[config.mk]
export PLATFORM = sky130hd
export DESIGN_NAME = xadc_drp_scheduler
export DESIGN_NICKNAME = d
export VERILOG_FILES = /design/src/rtl/xadc_drp_scheduler.sv
export SDC_FILE = /design/constraint.sdc
export NUM_CORES = 1
export LEC_CHECK = 0
export BUFFER_PORTS_ARGS = -buffer_cell sky130_fd_sc_hd__buf_2
export CAP_MARGIN = 30
export CORE_ASPECT_RATIO = 0.75
export CORE_MARGIN = 1
export CORE_UTILIZATION = 29
export CTS_CLUSTER_DIAMETER = 60
export DETAILED_ROUTE_END_ITERATION = 16
export SLEW_MARGIN = 40
export SYNTH_ARGS = -nofsm -noshare
export SYNTH_HDL_FRONTEND = slang
export SYNTH_SLANG_ARGS = --single-unit
[constraint.sdc]
create_clock -name clk -period 2.2 [get_ports clk]
set_clock_uncertainty 0.2 [all_clocks]
set_input_delay 0.66 -clock clk [delete_from_list [all_inputs] [get_ports clk]]
set_output_delay 0.66 -clock clk [all_outputs]
set_load 0.01 [all_outputs]
[src/rtl/xadc_drp_scheduler.sv]
// Round-robin DRP read sequencer for up to four XADC auxiliary channels, triggered by eoc.
// Optional macro DRP_TIMEOUT_EN bounds each DRP wait and reports abandoned reads on timeout_err.
module xadc_drp_scheduler #(
    parameter int         NUM_CH  = 2,
    parameter logic [6:0] ADDR0   = 7'h13,
    parameter logic [6:0] ADDR1   = 7'h1B,
    parameter logic [6:0] ADDR2   = 7'h12,
    parameter logic [6:0] ADDR3   = 7'h1A,
    parameter int         TIMEOUT = 63
) (
    input  logic        clk,
    input  logic        reset_n,
    input  logic [3:0]  ch_enable,
    input  logic        eoc,
    input  logic        drdy,
    input  logic [15:0] do_in,
    output logic        den,
    output logic        dwe,
    output logic [6:0]  daddr,
    output logic [11:0] sample,
    output logic [1:0]  sample_ch,
    output logic        sample_valid,
    output logic        busy,
    output logic        overrun,
    output logic        timeout_err,
    input  logic        clear_flags
);

    typedef enum logic [1:0] {IDLE, REQ, WAIT, OUT} state_t;

    localparam logic [3:0] CH_LIMIT = 4'((1 << NUM_CH) - 1);

    state_t     state, state_nxt;
    logic [3:0] ch_mask, mask_q;
    logic [1:0] slot, slot_nxt;
    logic [2:0] next_slot;
    logic       pending, start, load_req, capture, tmo_hit;
    logic       unused_do_lsbs;

    function automatic logic [1:0] lowest_set(input logic [3:0] m);
        logic [1:0] r;
        r = 2'd0;
        for (int i = 3; i >= 0; i--)
            if (m[i]) r = 2'(i);
        return r;
    endfunction

    // Returns {found, index} of the lowest set bit strictly above s.
    function automatic logic [2:0] next_above(input logic [3:0] m, input logic [1:0] s);
        logic [2:0] r;
        r = 3'd0;
        for (int i = 3; i >= 0; i--)
            if (m[i] && (i > int'(s))) r = {1'b1, 2'(i)};
        return r;
    endfunction

    function automatic logic [6:0] slot_addr(input logic [1:0] s);
        case (s)
            2'd0:    return ADDR0;
            2'd1:    return ADDR1;
            2'd2:    return ADDR2;
            default: return ADDR3;
        endcase
    endfunction

    assign ch_mask        = ch_enable & CH_LIMIT;
    assign start          = (eoc || pending) && (ch_mask != 4'd0);
    assign next_slot      = next_above(mask_q, slot);
    assign unused_do_lsbs = ^do_in[3:0];

    assign den          = (state == REQ);
    assign dwe          = 1'b0;
    assign sample_valid = (state == OUT);
    assign busy         = (state != IDLE);

`ifdef DRP_TIMEOUT_EN
    localparam int CNT_W = $clog2(TIMEOUT + 1);
    logic [CNT_W-1:0] wait_cnt;

    always_ff @(posedge clk or negedge reset_n) begin
        if (!reset_n)
            wait_cnt <= '0;
        else if (state != WAIT)
            wait_cnt <= '0;
        else
            wait_cnt <= wait_cnt + 1'b1;
    end

    always_ff @(posedge clk or negedge reset_n) begin
        if (!reset_n)
            timeout_err <= 1'b0;
        else
            timeout_err <= (timeout_err && !clear_flags) || tmo_hit;
    end
`else
    assign timeout_err = 1'b0;
`endif

    always_comb begin
        state_nxt = state;
        slot_nxt  = slot;
        load_req  = 1'b0;
        capture   = 1'b0;
        tmo_hit   = 1'b0;
        case (state)
            IDLE: begin
                if (start) begin
                    state_nxt = REQ;
                    slot_nxt  = lowest_set(ch_mask);
                    load_req  = 1'b1;
                end
            end
            REQ:  state_nxt = WAIT;
            WAIT: begin
                if (drdy) begin
                    capture   = 1'b1;
                    state_nxt = OUT;
                end
`ifdef DRP_TIMEOUT_EN
                else if (wait_cnt == CNT_W'(TIMEOUT)) begin
                    tmo_hit = 1'b1;
                    if (next_slot[2]) begin
                        slot_nxt  = next_slot[1:0];
                        load_req  = 1'b1;
                        state_nxt = REQ;
                    end else begin
                        state_nxt = IDLE;
                    end
                end
`endif
            end
            default: begin
                if (next_slot[2]) begin
                    slot_nxt  = next_slot[1:0];
                    load_req  = 1'b1;
                    state_nxt = REQ;
                end else begin
                    state_nxt = IDLE;
                end
            end
        endcase
    end

    always_ff @(posedge clk or negedge reset_n) begin
        if (!reset_n) begin
            state     <= IDLE;
            slot      <= 2'd0;
            mask_q    <= 4'd0;
            daddr     <= 7'd0;
            sample    <= 12'd0;
            sample_ch <= 2'd0;
            pending   <= 1'b0;
            overrun   <= 1'b0;
        end else begin
            state <= state_nxt;
            slot  <= slot_nxt;
            if (state == IDLE && start)
                mask_q <= ch_mask;
            if (load_req)
                daddr <= slot_addr(slot_nxt);
            if (capture) begin
                sample    <= do_in[15:4];
                sample_ch <= slot;
            end
            // eoc during a scan: first one is queued, a second one is an overrun.
            if (state == IDLE && start)
                pending <= 1'b0;
            else if (state != IDLE && eoc)
                pending <= 1'b1;
            overrun <= (overrun && !clear_flags) || (state != IDLE && eoc && pending);
        end
    end

endmodule

==> key figures, run 1 <==
Status
  • Status: complete, no violations

Routing
  • DR vias/cell: 4.44
  • Initial DRT Pass Iterations: 2
  • Routed len/inst: 11.4 um
  • Initial DRC Count: 4
  • Drt total wl: 2060 um
  • Total number of vias: 800
  • ANT nets after route: 0
  • Residual DRC: 0

Pwr
  • Maximum vdd drop: 0.631 mV
  • P_leak: 0.652 nW
  • Pwr Total: 1.86 mW
  • Power Dens Cells: 1340 nW/um^2

Floorplan
  • I/O pin count: 52
  • Initial Utilization: 0.303
  • Total Die Area: 4080 sq um
  • Core outline area: 3660 sq um
  • Die extent in y: 55.6 um
  • Die W: 73.4 um
  • Cell Rows: 19

Setup path
  • Cells along the critical path: ha_1 > buf_2
  • Critical Path RT: 1.34 ns
  • Buf/Inv on CP: 1
  • CP endpoint kind: output port
  • CP top delay family: flip-flops
  • Levels on crit path: 2
  • R2R depth: 4
  • Type of the worst setup path: flop to output port
  • CP max stage delay: 0.41 ns
  • Crit Path Max Fanout: 10
  • Setup crit start kind: flop
  • Critical Path AT: 1.24 ns
  • CP max stage cell: dfrtp_1

Clock tree
  • Clk sink count: 24
  • CTS tree: done
  • Clk root buf: clkbuf_8
  • H-tree depth: 1
  • TritonCTS Buffers: 3
  • CTS Hold Buffers Added: 0
  • Post-CTS Setup Bufs: 0
  • Clock latency on the worst-skew pair: 0.26 ns
  • CTS clk-pin slew, worst paths: 0.08 ns
  • Deepest clock path buffer count: 2

Placement
  • IO Port Bufs: 40
  • DP HPWL: 1570 um
  • Dpl cell area: 1340 sq um
  • GP Congestion: 0.814
  • # placed instances: 177

Cells and area
  • Syn-to-layout area delta: 25.3%
  • Share of post-route cells with drive strength above 1: 0.477
  • Footprint of the multi-input gates: 457 sq um
  • Nets: 159
  • Fill count: 379
  • Commonest non-fill, non-tap cell in the layout: buf_2
  • Post-route cell area: 1390 sq um
  • Register area: 601 sq um
  • Antenna diode count: 0
  • Non-Filler Instances: 180
  • Most frequent cells in the layout: buf_2, dfrtp_1, mux2_2

Timing
  • Worst Tran Pin Value: 0.539 ns
  • Pins over their slew limit: 0
  • Period utilization: 0.953
  • Sum Neg Setup Slack: 0 ns
  • Slew margin rel.: 0.641
  • RSZ-0062 raised after global routing: no
  • Tmin final: 2.10 ns
  • Final Hold Fails: 0
  • Final number of setup-violating endpoints: 0
  • Achievable Freq: 477 MHz

Synth
  • Post-synth EDFFs: 0
  • Post-synth ARST share: 1.00
  • Distinct cells, synth: 31
  • Syn Inst Count: 89
  • Post-synthesis sequential area ratio: 0.541
  • Syn avg cell area: 12.5 sq um
  • Syn Std Cell Area: 1110 sq um
  • Synth Register Bits: 24
  • Most used DFF post-synth: dfrtp_1
  • Yosys warns: 0

Min path
  • Hold Path Class: input port to asynchronous set/reset pin

Global route
  • First-pass GRT wire length: 3530 um
  • Vias in the first global route: 731
  • Initial antenna violation count: 0
  • Largest net degree at the start of global routing: 25
  • Total gr overflow: 0
  • GRT Util Overall: 0.112

Flow run
  • Max-Cap Viols: 0
## report_power, final
group	switching, mW	leakage (nW)	internal (mW)
Combinational	0.423	0.348	0.449
Clock	0.126	0.0216	0.122
Sequential	0.112	0.282	0.628
## cell type report
type,instances,area share
flip-flops and latches,24,0.432
inverters,5,0.0135
repair buffers,41,0.149
multi-input cells,55,0.329
well taps,52,0.0468
clock buffers,3,0.0297
## worst register-to-register path, cell delays in order (launching register included)
cell and delay (ns):
dfrtp_1 0.42, ha_1 0.33, and4bb_1 0.31, o21bai_1 0.17, mux2_2 0.27
## layer usage
layer | routed length [um] | vias to the layer above | track usage
met5 | 0 | - | 0
met3 | 132 | 0 | 0.0453
met1 | 1020 | 384 | 0.162
li1 | - | 387 | -
met4 | 0 | 0 | 0
met2 | 912 | 29 | 0.171
## state kept, by name, indices dropped and copies added, names as in the netlist
| name | flops |
|---|---|
| sample | 12 |
| pending | 1 |
| mask_q | 1 |
| state | 2 |
| daddr | 3 |
| slot | 2 |
| sample_ch | 2 |
| overrun | 1 |
## synthesized netlist by cell type, types with 2 or more instances
library cell | n | share of area
dfrtp_1 | 24 | 0.54
mux2_2 | 14 | 0.14
buf_4 | 7 | 0.047
inv_1 | 5 | 0.017
ha_1 | 4 | 0.045
nand2_1 | 4 | 0.014
nor2_1 | 3 | 0.010
o21ai_0 | 3 | 0.014
a211oi_1 | 2 | 0.014
a21oi_1 | 2 | 0.0090
## path summary, 6_finish.rpt
kind	start	endpoint	slack [ns]
min reg2reg	sample_ch[1]	sample_ch[1]	0.29
max	state[1]	sample_valid	0.10
max reg2reg	state[0]	state[0]	0.40
min	reset_n	mask_q[1]	0.18
min in group clk	sample_ch[1]	sample_ch[1]	0.29
max in group asynchronous	reset_n	sample[11]	1.26
## per-stage QoR
step | hold slack (ns) | setup slack [ns] | util
finish | 0.176 | 0.103 | 0.380
global route | 0.206 | 0.0159 | 0.380
CTS | 0.197 | 0.0478 | 0.377
detailed placement | 0.277 | 0.263 | 0.365
global placement | 0.270 | 0.316 | 0.365
floorplan | 0.164 | 0.406 | -
## cells by family (layout without fill, tap and decap cells)
logic type | Yosys count | after routing | synth area share
DFF | 24 | 24 | 0.541
AOI/OAI and AO/OA | 17 | 17 | 0.112
muxes | 15 | 15 | 0.152
and+or+nand+nor | 14 | 14 | 0.0744
buffers and inverters | 14 | 49 | 0.0721
adders and majority gates | 4 | 4 | 0.0451
other | 1 | 5 | 0.00338
## timing repair
item | 4_1_cts | 5_1_grt
endpoints found under the hold margin | 0 | 0
setup endpoints to repair | 1 | 1
resized for setup | 1 | 1
Note: power is estimated with default switching activity, not from simulation.
==> run 2: changes to the inputs <==
--- a/config.mk
+++ b/config.mk
@@ -5,14 +5,14 @@
 export SDC_FILE = /design/constraint.sdc
 export NUM_CORES = 1
 export LEC_CHECK = 0
-export BUFFER_PORTS_ARGS = -buffer_cell sky130_fd_sc_hd__buf_2
+export BUFFER_PORTS_ARGS = -buffer_cell sky130_fd_sc_hd__buf_4
 export CAP_MARGIN = 30
 export CORE_ASPECT_RATIO = 0.75
 export CORE_MARGIN = 1
 export CORE_UTILIZATION = 29
 export CTS_CLUSTER_DIAMETER = 60
 export DETAILED_ROUTE_END_ITERATION = 16
-export SLEW_MARGIN = 40
+export SLEW_MARGIN = 20
 export SYNTH_ARGS = -nofsm -noshare
 export SYNTH_HDL_FRONTEND = slang
 export SYNTH_SLANG_ARGS = --single-unit
==> key figures, run 2 (synthesis results as in run 1) <==
Timing
  • Pins over their slew limit: 0 (unchanged)
  • Achievable Freq: 476 MHz (-0.24%)
  • Period utilization: 0.956 (+0.00228)
  • RSZ-0062 raised after global routing: no
  • Final worst slack: 0.0975 ns (-0.00502 ns)
  • Final number of setup-violating endpoints: 0 (unchanged)
  • Sum Neg Setup Slack: 0 ns (unchanged)
  • Final Hold Fails: 0 (unchanged)
  • Tmin final: 2.10 ns (+0.00502 ns)

Setup path
  • Critical Path RT: 1.34 ns (about the same)
  • Crit Path Max Fanout: 8 (-2)
  • Cells along the critical path: inv_1 > ha_4 > inv_1 > buf_4
  • Setup crit start kind: flop
  • Buf/Inv on CP: 3 (+2)
  • CP most frequent cell: inv_1
  • Critical Path AT: 1.24 ns (about the same)
  • CP top delay family: flip-flops
  • Type of the worst setup path: flop to output port
  • CP endpoint kind: output port
  • CP max stage delay: 0.42 ns (about the same)
  • CP max stage cell: dfrtp_1

Pwr
  • Maximum vdd drop: 0.606 mV (-3.9%)
  • Power Dens Cells: 1340 nW/um^2 (+0.35%)
  • P_leak: 0.694 nW (+6.5%)
  • Pwr Total: 2.02 mW (+8.6%)

Status
  • Status: complete, no violations

Min path
  • Hold Path Class: input port to asynchronous set/reset pin

Floorplan
  • Cell Rows: 19 (unchanged)
  • Core outline area: 3660 sq um (unchanged)
  • Die extent in y: 55.6 um (unchanged)
  • I/O pin count: 52 (unchanged)
  • Initial Utilization: 0.303 (unchanged)
  • Total Die Area: 4080 sq um (unchanged)
  • Die W: 73.4 um (unchanged)

Routing
  • DR vias/cell: 4.53 (+1.9%)
  • Initial DRT Pass Iterations: 4 (+2)
  • Residual DRC: 0 (unchanged)
  • ANT nets after route: 0 (unchanged)
  • Total number of vias: 820 (+2.5%)
  • Drt total wl: 2190 um (+6.5%)
  • Routed len/inst: 12.1 um (+5.9%)
  • Initial DRC Count: 15 (+11)

Global route
  • GRT Util Overall: 0.113 (+0.000726)
  • Met1 Use GR: 0.146 (-0.0154)
  • Largest net degree at the start of global routing: 25 (unchanged)
  • Total gr overflow: 0 (unchanged)
  • Initial antenna violation count: 0 (unchanged)
  • Vias in the first global route: 800 (+9.4%)
  • Met2 Track Usage GR: 0.187 (+0.0159)
  • Grt peak-use layer: met2
  • First-pass GRT wire length: 3570 um (+1.2%)
  • Met3 usage: 0.0344 (-0.0109)

Clock tree
  • CTS tree: done
  • TritonCTS Buffers: 3 (unchanged)
  • CTS clk-pin slew, worst paths: 0.08 ns (about the same)
  • Clk sink count: 24 (unchanged)
  • Clock latency on the worst-skew pair: 0.26 ns (about the same)
  • Clk root buf: clkbuf_8
  • CTS Hold Buffers Added: 0 (unchanged)
  • H-tree depth: 1 (unchanged)
  • Deepest clock path buffer count: 2 (unchanged)
  • Post-CTS Setup Bufs: 0 (unchanged)

Cells and area
  • Antenna diode count: 0 (unchanged)
  • Top reg by flops: sample
  • Nets: 159 (unchanged)
  • Most frequent cells in the layout: buf_4, dfrtp_1, mux2_2
  • Max reg flops: 12 (unchanged)
  • Syn-to-layout area delta: 35.5%
  • Top Registers: sample x12, daddr x3
  • Commonest non-fill, non-tap cell in the layout: buf_4
  • Share of post-route cells with drive strength above 1: 0.481 (+0.00406)

Placement
  • IO Port Bufs: 40 (unchanged)
  • DP HPWL: 1680 um (+7.0%)
  • GP Congestion: 0.789 (-3.1%)
  • Placement Setup Slack: 0.245 ns (-0.0183 ns)

Flow run
  • Max-Cap Viols: 0 (unchanged)
-- run 2: cell count changes in the layout (fill, tap and decap cells not counted) --
cell,previous run,this run
buf_4,1,41
clkbuf_8,3,4
buf_2,40,0
-- run 2: final timing paths --
kind	startpoint	to	slack, ns	cells after the start
setup / recovery	state[0]	busy	0.1	4
min in group clk	overrun	overrun	0.30	1
hold / removal	reset_n	pending	0.08	1
hold reg to reg	overrun	overrun	0.30	1
setup reg to reg	state[0]	state[0]	0.39	4
max in group asynchronous	reset_n	slot[0]	1.48	1
-- run 2: power breakdown --
part | internal, mW | total [mW] | switching [mW]
Sequential | 0.628 | 0.744 | 0.116
Combinational | 0.546 | 0.977 | 0.431
Clock | 0.160 | 0.299 | 0.139
Total | 1.33 | 2.02 | 0.685
-- run 2: layer usage --
| metal | part of all wire | wire length (um) | up-vias |
|---|---|---|---|
| li1 | - | - | 390 |
| met1 | 0.46 | 1010 | 399 |
| met2 | 0.47 | 1030 | 29 |
| met3 | 0.059 | 129 | 2 |
| met4 | 0.0087 | 19 | 0 |
| met5 | 0 | 0 | - |
-- run 2: stage by stage --
stage | util | std cells | hold WS, ns | cell area, sq um
6_report | 0.411 | 181 | 0.0765 | 1500
5_1_grt | 0.411 | 181 | 0.0943 | 1500
4_1_cts | 0.408 | 181 | 0.0873 | 1490
3_5_place_dp | 0.392 | 177 | 0.280 | 1440
3_3_place_gp | 0.392 | 177 | 0.277 | 1440
2_1_floorplan | - | 93 | 0.164 | 1120
-- run 2: final cells by class --
| type | instances | area (sq um) |
|---|---|---|
| flip-flops and latches | 24 | 601 |
| repair buffers | 41 | 308 |
| fillers | 366 | 2160 |
| multi-input cells | 55 | 457 |
| clock buffers | 4 | 55.1 |
| inverters | 5 | 18.8 |
| well taps | 52 | 65.1 |
-- run 2: timing repair --
action / CTS / global route
endpoints found under the setup margin: 1 / 1
cloned: 0 / 0
hold endpoints to repair: 0 / 0
resized for setup: 1 / 1
-- run 2: worst reg2reg max path, cell delays in order, from the launching register on --
cell,delay [ns]
dfrtp_1,0.42
ha_1,0.33
and4bb_1,0.31
o21bai_1,0.17
mux2_2,0.27
==> run 3: changes to the inputs <==
--- a/config.mk
+++ b/config.mk
@@ -9,9 +9,10 @@
 export CAP_MARGIN = 30
 export CORE_ASPECT_RATIO = 0.75
 export CORE_MARGIN = 1
-export CORE_UTILIZATION = 29
+export CORE_UTILIZATION = 45
 export CTS_CLUSTER_DIAMETER = 60
 export DETAILED_ROUTE_END_ITERATION = 16
+export PLACE_DENSITY = 0.78
 export SLEW_MARGIN = 20
 export SYNTH_ARGS = -nofsm -noshare
 export SYNTH_HDL_FRONTEND = slang
==> key figures, run 3 (synthesis results as in run 1) <==
Setup path
  • CP max stage cell: dfrtp_1
  • CP top delay family: flip-flops
  • Setup crit start kind: flop
  • Critical Path RT: 1.34 ns (about the same)
  • Buf/Inv on CP: 3 (unchanged)
  • Critical Path AT: 1.26 ns (+0.02 ns)
  • Cells along the critical path: inv_2 > ha_4 > inv_1 > buf_4
  • Type of the worst setup path: flop to output port
  • CP max stage delay: 0.45 ns (+0.03 ns)
  • Crit Path Max Fanout: 8 (unchanged)
  • CP endpoint kind: output port

Cells and area
  • Top Registers: sample x12, daddr x3
  • Share of post-route cells with drive strength above 1: 0.504 (+0.0233)
  • Most frequent cells in the layout: buf_4, dfrtp_1, mux2_2
  • Non-Filler Instances: 163 (-9.9%)
  • Commonest non-fill, non-tap cell in the layout: buf_4
  • Max reg flops: 12 (unchanged)
  • Fill count: 187 (-49%)
  • Top reg by flops: sample
  • Syn-to-layout area delta: 31.5%
  • Antenna diode count: 0 (unchanged)
  • Nets: 160 (+0.63%)

Routing
  • Residual DRC: 0 (unchanged)
  • Total number of vias: 801 (-2.3%)
  • Routed len/inst: 13.6 um (+13%)
  • DR vias/cell: 4.91 (+8.5%)
  • ANT nets after route: 0 (unchanged)
  • Initial DRT Pass Iterations: 3 (-1)
  • Drt total wl: 2220 um (+1.4%)
  • Initial DRC Count: 3 (-12)

Timing
  • Hold WS: 0.0260 ns (-0.0505 ns)
  • Period utilization: 0.965 (+0.00961)
  • Sum Neg Setup Slack: 0 ns (unchanged)
  • Final number of setup-violating endpoints: 0 (unchanged)
  • Final worst slack: 0.0764 ns (-0.0211 ns)
  • Achievable Freq: 471 MHz (-1.0%)
  • Pins over their slew limit: 0 (unchanged)
  • Final Hold Fails: 0 (unchanged)
  • RSZ-0062 raised after global routing: no
  • Tmin final: 2.12 ns (+0.0211 ns)

Floorplan
  • Die W: 59.3 um (-19%)
  • Core outline area: 2310 sq um (-37%)
  • Initial Utilization: 0.481 (+0.178)
  • I/O pin count: 52 (unchanged)
  • Cell Rows: 15 (-4)
  • Total Die Area: 2670 sq um (-35%)
  • Die extent in y: 45.0 um (-19%)

Global route
  • Vias in the first global route: 787 (-1.6%)
  • Initial antenna violation count: 0 (unchanged)
  • First-pass GRT wire length: 3570 um (unchanged)
  • Largest net degree at the start of global routing: 25 (unchanged)
  • Total gr overflow: 0 (unchanged)
  • GRT Util Overall: 0.190 (+0.0767)

Pwr
  • Maximum vdd drop: 0.609 mV (+0.39%)
  • Pwr Total: 1.92 mW (-4.7%)
  • Power Dens Cells: 1320 nW/um^2 (-1.7%)
  • P_leak: 0.680 nW (-2.0%)

Min path
  • Hold Path Class: input port to asynchronous set/reset pin

Flow run
  • Max-Cap Viols: 0 (unchanged)

Clock tree
  • Clk root buf: clkbuf_4
  • TritonCTS Buffers: 3 (unchanged)
  • CTS tree: done
  • H-tree depth: 1 (unchanged)
  • CTS clk-pin slew, worst paths: 0.12 ns (+0.04 ns)
  • Deepest clock path buffer count: 2 (unchanged)
  • Clock latency on the worst-skew pair: 0.31 ns (+0.05 ns)
  • CTS Hold Buffers Added: 0 (unchanged)
  • Clk sink count: 24 (unchanged)

Placement
  • # placed instances: 159 (-10%)
  • Placement Setup Slack: 0.259 ns (+0.0139 ns)
  • IO Port Bufs: 40 (unchanged)
  • GP Congestion: 0.838 (+6.2%)
  • DP HPWL: 1700 um (+1.3%)

Status
  • Status: complete, no violations
## run 3: metrics by stage
| step | area (sq um) | util |
|---|---|---|
| 6_report | 1460 | 0.632 |
| 5_1_grt | 1460 | 0.632 |
| 3_5_place_dp | 1410 | 0.612 |
| 4_1_cts | 1450 | 0.628 |
| 2_1_floorplan | 1120 | - |
| 3_3_place_gp | 1410 | 0.612 |
## run 3: worst paths after layout
check                             startpoint           end  slack [ns]  depth (start not counted)
worst min-delay path                 reset_n     sample[4]        0.03                          1
worst max register to register      state[0]      daddr[0]        0.44                          5
min in group clk                sample_ch[1]  sample_ch[1]        0.31                          2
worst max-delay path                state[0]          busy        0.08                          4
worst min register to register  sample_ch[1]  sample_ch[1]        0.31                          2
max in group asynchronous            reset_n       overrun        1.54                          1
## run 3: power by group
part,internal (mW),leakage [nW],switching [mW],total [mW]
logic,0.558,0.385,0.430,0.988
registers,0.627,0.282,0.127,0.754
clock network,0.0641,0.0138,0.118,0.183
## run 3: timing repair
action	4_1_cts	5_1_grt
setup endpoints to repair	1	2
gates resized for setup	2	3
setup buffers	0	1
## run 3: worst register-to-register path, stage by stage, from the launching register on
cell     delay [ns]
dfrtp_1        0.45
inv_2          0.11
ha_4           0.18
o21ai_2        0.07
or4_1          0.47
o32a_1         0.18
## run 3: area by class of cell
cell class	count	area, sq um	area share
flip-flops and latches	24	601	0.412
well taps	34	42.5	0.0292
repair buffers	42	315	0.216
multi-input cells	55	459	0.315
inverters	5	18.8	0.0129
clock buffers	3	22.5	0.0154
## run 3: routing by layer
layer	part of all wire	vias to the layer above	GRT usage
met5	0	-	0
met1	0.41	387	0.217
met4	0.017	0	0.0810
met2	0.53	24	0.330
met3	0.048	5	0.0602
li1	-	385	-
